<file path="config.mk">
export PLATFORM = sky130hd
export DESIGN_NAME = uart_transmitter
export DESIGN_NICKNAME = d
export VERILOG_FILES = /design/src/rtl/uart_transmitter.sv
export SDC_FILE = /design/constraint.sdc
export NUM_CORES = 1
export LEC_CHECK = 0
export ABC_AREA = 1
export BUFFER_PORTS_ARGS = -buffer_cell sky130_fd_sc_hd__buf_2
export CORE_MARGIN = 2
export CORE_UTILIZATION = 45
export DETAILED_ROUTE_END_ITERATION = 10
export GPL_ROUTABILITY_DRIVEN = 0
export PLACE_DENSITY_LB_ADDON = 0.3
export SYNTH_ARGS = -nofsm -noshare
export SYNTH_HDL_FRONTEND = slang
export SYNTH_SLANG_ARGS = --single-unit
export TNS_END_PERCENT = 10
</file>
<file path="constraint.sdc">
create_clock -name clk -period 1.29 [get_ports clk]
set_input_delay 0.258 -clock clk [delete_from_list [all_inputs] [get_ports clk]]
set_output_delay 0.258 -clock clk [all_outputs]
set_load 0.01 [all_outputs]
</file>
<file path="src/rtl/uart_transmitter.sv">
`timescale 1ns/1ps
`default_nettype none
// ============================================================================
// Module   : uart_transmitter
// Purpose  : Byte-in, asynchronous-frame-out serial transmitter (8 data bits,
//            optional parity, 1 or 2 stop bits) with a valid/ready input.
// Revision : 1.0 - initial release
// ============================================================================
module uart_transmitter #(
  parameter int CLKS_PER_BIT = 16,
  parameter int PARITY_EN    = 1,
  parameter int PARITY_ODD   = 0,
  parameter int STOP_BITS    = 1
) (
  input  logic       clk,
  input  logic       rst_n,
  input  logic       tx_enable,
  input  logic       tx_valid,
  input  logic [7:0] tx_data,
  output logic       tx_ready,
  output logic       tx_out,
  output logic       tx_busy,
  output logic       tx_frame_start,
  output logic       tx_done
);

  localparam logic [15:0] c_baud_last = 16'(CLKS_PER_BIT - 1);
  localparam logic        c_stop_last = 1'(STOP_BITS - 1);
  localparam logic        c_par_en    = (PARITY_EN != 0);
  localparam logic        c_par_odd   = (PARITY_ODD != 0);

  typedef enum logic [2:0] {
    ST_IDLE   = 3'd0,
    ST_START  = 3'd1,
    ST_DATA   = 3'd2,
    ST_PARITY = 3'd3,
    ST_STOP   = 3'd4
  } state_t;

  state_t      r_state;
  logic [15:0] r_baud_cnt;
  logic [2:0]  r_bit_idx;
  logic        r_stop_cnt;
  logic [7:0]  r_shift;
  logic        r_parity;
  logic        r_tx_out;
  logic        r_frame_start;
  logic        r_done;

  logic w_bit_end;
  logic w_accept;

  assign w_bit_end      = (r_baud_cnt == c_baud_last);
  assign tx_ready       = (r_state == ST_IDLE) && tx_enable && rst_n;
  assign w_accept       = tx_valid && tx_ready;
  assign tx_busy        = (r_state != ST_IDLE);
  assign tx_out         = r_tx_out;
  assign tx_frame_start = r_frame_start;
  assign tx_done        = r_done;

  // The line level for the next bit is registered together with the state
  // change, so tx_out always switches exactly on the bit boundary.
  always_ff @(posedge clk or negedge rst_n) begin
    if (!rst_n) begin
      r_state       <= ST_IDLE;
      r_baud_cnt    <= '0;
      r_bit_idx     <= '0;
      r_stop_cnt    <= 1'b0;
      r_shift       <= '0;
      r_parity      <= 1'b0;
      r_tx_out      <= 1'b1;
      r_frame_start <= 1'b0;
      r_done        <= 1'b0;
    end else begin
      r_frame_start <= 1'b0;
      r_done        <= 1'b0;
      case (r_state)
        ST_IDLE: begin
          r_tx_out <= 1'b1;
          if (w_accept) begin
            r_shift       <= tx_data;
            r_parity      <= (^tx_data) ^ c_par_odd;
            r_baud_cnt    <= '0;
            r_state       <= ST_START;
            r_tx_out      <= 1'b0;
            r_frame_start <= 1'b1;
          end
        end
        ST_START: begin
          if (w_bit_end) begin
            r_baud_cnt <= '0;
            r_bit_idx  <= '0;
            r_state    <= ST_DATA;
            r_tx_out   <= r_shift[0];
          end else begin
            r_baud_cnt <= r_baud_cnt + 16'd1;
          end
        end
        ST_DATA: begin
          if (w_bit_end) begin
            r_baud_cnt <= '0;
            r_shift    <= {1'b0, r_shift[7:1]};
            r_bit_idx  <= r_bit_idx + 3'd1;
            if (r_bit_idx == 3'd7) begin
              r_stop_cnt <= 1'b0;
              r_state    <= c_par_en ? ST_PARITY : ST_STOP;
              r_tx_out   <= c_par_en ? r_parity : 1'b1;
            end else begin
              r_tx_out <= r_shift[1];
            end
          end else begin
            r_baud_cnt <= r_baud_cnt + 16'd1;
          end
        end
        ST_PARITY: begin
          if (w_bit_end) begin
            r_baud_cnt <= '0;
            r_stop_cnt <= 1'b0;
            r_state    <= ST_STOP;
            r_tx_out   <= 1'b1;
          end else begin
            r_baud_cnt <= r_baud_cnt + 16'd1;
          end
        end
        ST_STOP: begin
          r_tx_out <= 1'b1;
          if (w_bit_end) begin
            r_baud_cnt <= '0;
            if (r_stop_cnt == c_stop_last) begin
              r_stop_cnt <= 1'b0;
              r_state    <= ST_IDLE;
              r_done     <= 1'b1;
            end else begin
              r_stop_cnt <= r_stop_cnt + 1'b1;
            end
          end else begin
            r_baud_cnt <= r_baud_cnt + 16'd1;
          end
        end
        default: begin
          r_state  <= ST_IDLE;
          r_tx_out <= 1'b1;
        end
      endcase
    end
  end

endmodule
`default_nettype wire

</file>
-- Word level (Yosys, flattened, before mapping)
Cells that the tools add are included.
- add/subtract/negate cells: 3
- eq/ne operators: 13
- muxes and demuxes: 34
- reductions and logical operators: 18
- operators by type and width (operator ; count):
    16-bit 2-to-1 mux ; 2
    16-bit one-hot mux with 2 select lines ; 1
    3-bit 2-to-1 mux ; 9
    16-bit by 1-bit adder with 16-bit output (second input constant) ; 1
    16-bit by 4-bit equality test with 1-bit output (second input constant) ; 1
    8-bit 2-to-1 mux ; 2
    8-bit one-hot mux with 2 select lines ; 1
    1-bit 2-to-1 mux ; 15
    3-bit one-hot mux with 5 select lines ; 1
    2-bit != test (second input constant) ; 7
    3-bit AND reduction ; 3
    8-bit parity ; 1
    7-bit AND reduction ; 1
    3-bit by 2-bit equality test with 1-bit output (second input constant) ; 2
    3-bit equality test (second input constant) ; 2
    3-bit one-hot mux with 2 select lines ; 1
    2-bit nonzero test ; 3
    3-bit nonzero test ; 2
    5-bit AND reduction ; 1
    1-bit one-hot mux with 4 select lines ; 1
    2-bit AND reduction ; 2
    4-bit OR reduction ; 1
    3-bit by 1-bit adder with 3-bit output (second input constant) ; 1
    3-bit by 1-bit equality test with 1-bit output (second input constant) ; 1
    4 further kinds ; 6
- register bits after elaboration: 35
- input bits: 12
- output and inout port bits: 5
- word-level logic and storage cells: 77

-- Longest topological paths before layout
- word-level depth: 6
- mapped depth: 9
- depth with buffers taken out: 9

-- Least setup slack after synthesis
Ideal clock, no wire load.
- path kind: flip-flop to flip-flop
- from: register r_baud_cnt[0]
- to: register r_shift[0]
- library setup time: 0.118 ns
- arrival time: 1.258 ns
- data required time: 1.172 ns
- slack: -0.086 ns
- stages on the path, launching flop included: 9
- path buffers: 0
- period minus slack after synthesis: 1.376 ns
- cell sequence: dfrtp_1 -> ha_1 -> nand3_1 -> nor2_1 -> nand2_1 -> inv_1 -> nand2_2 -> nand3_1 -> nand2_1
- cells in the longest elaborated chain, start to end: 3
- RTL lines (element ; line ; text):
    from (decl) ; 41 ; logic [15:0] r_baud_cnt;
    from (signal assigned) ; 96 ; r_baud_cnt <= r_baud_cnt + 16'd1;
    from (signal assigned) ; 112 ; r_baud_cnt <= r_baud_cnt + 16'd1;
    from (signal assigned) ; 122 ; r_baud_cnt <= r_baud_cnt + 16'd1;
    16-bit by 4-bit equality test with 1-bit output ; 53 ; assign w_bit_end = (r_baud_cnt == c_baud_last);
    2-bit != test (no line) ; - ;
    3-bit AND reduction (no line) ; - ;
    to (signal assigned) ; 81 ; r_shift <= tx_data;
    to (signal assigned) ; 102 ; r_shift <= {1'b0, r_shift[7:1]};
    to (decl) ; 44 ; logic [7:0] r_shift;
No other way between the ends.
A chain may end at the register's enable or synchronous reset.

-- Worst setup path in the final report
- from: register r_state[2]
- to: register r_state[0]
- cells in the longest elaborated chain, start to end: 6
- elaborated cells between the ends (all ways): 17
- those cells by class: eq/ne: 11; mux: 1; reduce/logical: 5
- RTL lines (element ; line ; text):
    from (decl) ; 40 ; state_t r_state;
    from (signal assigned) ; 106 ; r_state <= c_par_en ? ST_PARITY : ST_STOP;
    3-bit zero test ; 54, 77 ;
    1-bit logical AND (2 in series) ; 54 ; assign tx_ready = (r_state == ST_IDLE) && tx_enable && rst_n;
    1-bit logical AND ; 55 ; assign w_accept = tx_valid && tx_ready;
    2-bit != test (no line) ; - ;
    7-bit AND reduction (no line) ; - ;
Several ways; a longest one is shown, not always the timed one.

==> impl_metrics.json <==
{
  "max-clock-path-buffers": 2,
  "fin_crit_sh_pct": 115,
  "final_hold_viol_count": 0,
  "maxCapViolCount": 0,
  "yosys.area.top_type": "dfrtp_1",
  "diodes": 0,
  "final-max-slew-violation-count": 0,
  "cts_buffers": 5,
  "hold_class": "primary input to asynchronous set/reset pin",
  "cts.sinks": 34,
  "seq_area_frac_synth_pct": 39.8,
  "track_usage_pct": 22.6,
  "cp-start-kind": "register",
  "fin_crit_ps": 1480,
  "setup_viol": 33,
  "power.total_uw": 2210,
  "rows": 25,
  "htreeDepth": 2,
  "path_common_cell": "nand2_1",
  "power_switching_uw": 527,
  "dr.pass1.iters": 5,
  "maxSlewHeadroom_pct": 70.2,
  "root_buffer": "clkbuf_8",
  "synth_top_family_by_area": "simple AND/OR/NAND/NOR gates",
  "via_count": 2310,
  "die_y_um": 73.0,
  "ys.flop_type": "dfrtp_1",
  "synthTopCellsByArea": "dfrtp_1, nand2_1, nand3_1",
  "failed_checks": "setup timing",
  "tightest_slew_ps": 448,
  "ant_nets": 0,
  "synth_xor_area_share_pct": 3.27,
  "hold_slack_ps": 46.9,
  "p_leak_uw": 0.00163,
  "skew_ps": 7.87,
  "wl_um": 6210,
  "synthAdderAreaFrac_pct": 1.75,
  "critPathSlowestCell": "dfrtp_1",
  "drive_above_1_share_pct": 36.5,
  "async_flop_share_pct": 100,
  "synth_top_area_share_pct": 38.6,
  "cellInternalPower_uw": 1690,
  "p_per_area_mw_per_mm2": 712,
  "synth_cell_types": 26,
  "hold_buffers": 0,
  "swShare_pct": 23.8,
  "grt_max_degree": 35,
  "fin_ws_ps": -187,
  "drc": 0,
  "muxShareOfSynthArea_pct": 0,
  "yosys.area_share.simple_pct": 44.7,
  "status": "complete, but fails checks",
  "crit_path_end_kind": "register",
  "io_pins": 17,
  "required_ps": 1530,
  "die_w_um": 73.0,
  "avgSynthCellArea_sq_um": 6.91,
  "pre_cts_ws_ps": -132,
  "syn-instance-count": 310,
  "overflow": 0,
  "cts_tree": "done",
  "slowest_delay_ps": 430,
  "design.die.area_sq_mm": 0.00533,
  "rsz0062_at_grt": "true",
  "final_util_pct": 66.7,
  "ir_drop_uv": 482,
  "hpwl_um": 4040,
  "clkPwrFrac_pct": 46.1,
  "netlist_area_sq_mm": 0.00214,
  "clk_latency_ps": 300,
  "synth_compound_area_share_pct": 4.32,
  "grt_pass1_vias": 2133,
  "antenna_found_initial": 0,
  "clk_pin_slew_ps": 80,
  "io_buffers": 16,
  "pwr-share-seq_pct": 48.3,
  "nNetsFinal": 400,
  "arrival_ps": 1710,
  "crit_path_cell_trace": "nor2_4 > buf_4 > buf_6 > nand2_8 > or2_4 > nand3_1 > nand2_1 > nand2_1",
  "critPathMaxFanout": 4,
  "start_util_pct": 45.9,
  "grt_pass1_wl_um": 9460,
  "combPwrFrac_pct": 5.6,
  "ys_warn_count": 0,
  "first_iter_violations": 190,
  "tns_ps": -2480,
  "routedWlPerCell_um": 14.1,
  "synthToLayoutAreaGrowth_pct": 45.3,
  "synth_edf_count": 0,
  "synthesis.nets": 325,
  "ys_ff_latch": 34,
  "coreArea_sq_mm": 0.00466,
  "critPathKind": "register to register",
  "viasPerCell": 5.25,
  "fmax_ghz": 0.677
}
[critical path, delay by kind of cell (launching register included)]
kind	cells	cell delay [ps]
buf+inv	2	230
flops	1	430
simple gates	6	760
[registers in the layout, summed over array words and instances (netlist names)]
name / flops
r_parity: 1
r_bit_idx: 3
r_shift: 8
tx_done: 1
tx_frame_start: 1
r_baud_cnt: 16
tx_out: 1
r_state: 3
[placed cells by master (no fill, tap or decap), types with 5 or more instances in the layout]
cell      Yosys  layout
nand2_4       2       9
nand4_1      10      10
nor2_1       29      22
nor2_2        2       5
nand2_1     116     104
nand3_2       0       7
nand3_1      49      41
inv_1        26      19
dfrtp_1      33      31
buf_4         0      47
buf_2         4      15
buf_6         1       6
clkbuf_8      0       5
nor2_4        3       7
nand2_2       2       6
o21ai_2       0       7
[area by class of cell]
cell class | count | area [sq um]
Tap cell | 54 | 67.6
Inverter | 27 | 121
Multi-Input combinational cell | 245 | 1390
Sequential cell | 34 | 855
Clock buffer | 5 | 68.8
Clock inverter | 3 | 45.0
Fill cell | 342 | 1550
Timing Repair Buffer | 72 | 566
[cell families (layout without fill, tap and decap cells)]
group | after synthesis | after routing
xor gates and xnor gates | 8 | 8
DFF | 34 | 34
adders and majority gates | 3 | 3
AOI/OAI and AO/OA | 16 | 16
buffers and inverters | 32 | 107
and+or+nand+nor | 217 | 218
[layer usage]
| layer | track usage [%] | vias to the layer above | wire, um |
|---|---|---|---|
| met2 | 36.7 | 63 | 3120 |
| met5 | 0 | - | 0 |
| met1 | 29.9 | 1080 | 2680 |
| met3 | 3.87 | 14 | 222 |
| li1 | - | 1153 | - |
| met4 | 9.47 | 0 | 178 |
[repair_timing]
action | CTS | global route
cloned | 1 | 0
buffers inserted | 2 | 7
pin swaps | 6 | 11
resized for setup | 30 | 47
setup endpoints to repair | 34 | 36
[Yosys cell counts (2+ instances only)]
cell type / number
a21oi_1: 2
a21oi_2: 2
buf_2: 4
dfrtp_1: 33
ha_1: 3
inv_1: 26
nand2_1: 116
nand2_2: 2
nand2_4: 2
nand3_1: 49
nand4_1: 10
nor2_1: 29
nor2_2: 2
nor2_4: 3
nor3_1: 2
o21ai_0: 3
o21ai_1: 7
xnor2_1: 4
xor2_1: 4
[worst paths after layout]
| check | start | slack [ps] | to | cells after the start |
|---|---|---|---|---|
| min | rst_n | 50 | r_baud_cnt[14]$_DFFE_PN0P_ | 2 |
| max reg2reg | r_state[2]$_DFFE_PN0P_ | -190 | r_state[0]$_DFFE_PN0P_ | 8 |
| max in group asynchronous | rst_n | 900 | r_state[1]$_DFFE_PN0P_ | 2 |
| min reg2reg | tx_out$_DFFE_PN1P_ | 490 | tx_out$_DFFE_PN1P_ | 2 |
| max | r_state[2]$_DFFE_PN0P_ | -190 | r_state[0]$_DFFE_PN0P_ | 8 |
| min in group clk | tx_data[7] | 230 | r_shift[7]$_DFFE_PN0P_ | 3 |
[metrics by stage]
step,std cells,instance area [sq um]
floorplan,310,2150
global placement,422,2640
detailed placement,422,2640
CTS,433,2880
global route,440,3110
finish,440,3110
[power by group through the flow]
stage	Clock (uW)	Sequential [uW]	Combinational, uW
after CTS	1020	1070	123
after global placement	0	1090	117
after global routing	1060	1070	145
after floorplan	0	1090	58.1
final	1020	1070	124
after detailed placement	0	1090	122
No activity file was read; power rests on OpenSTA's default activity.
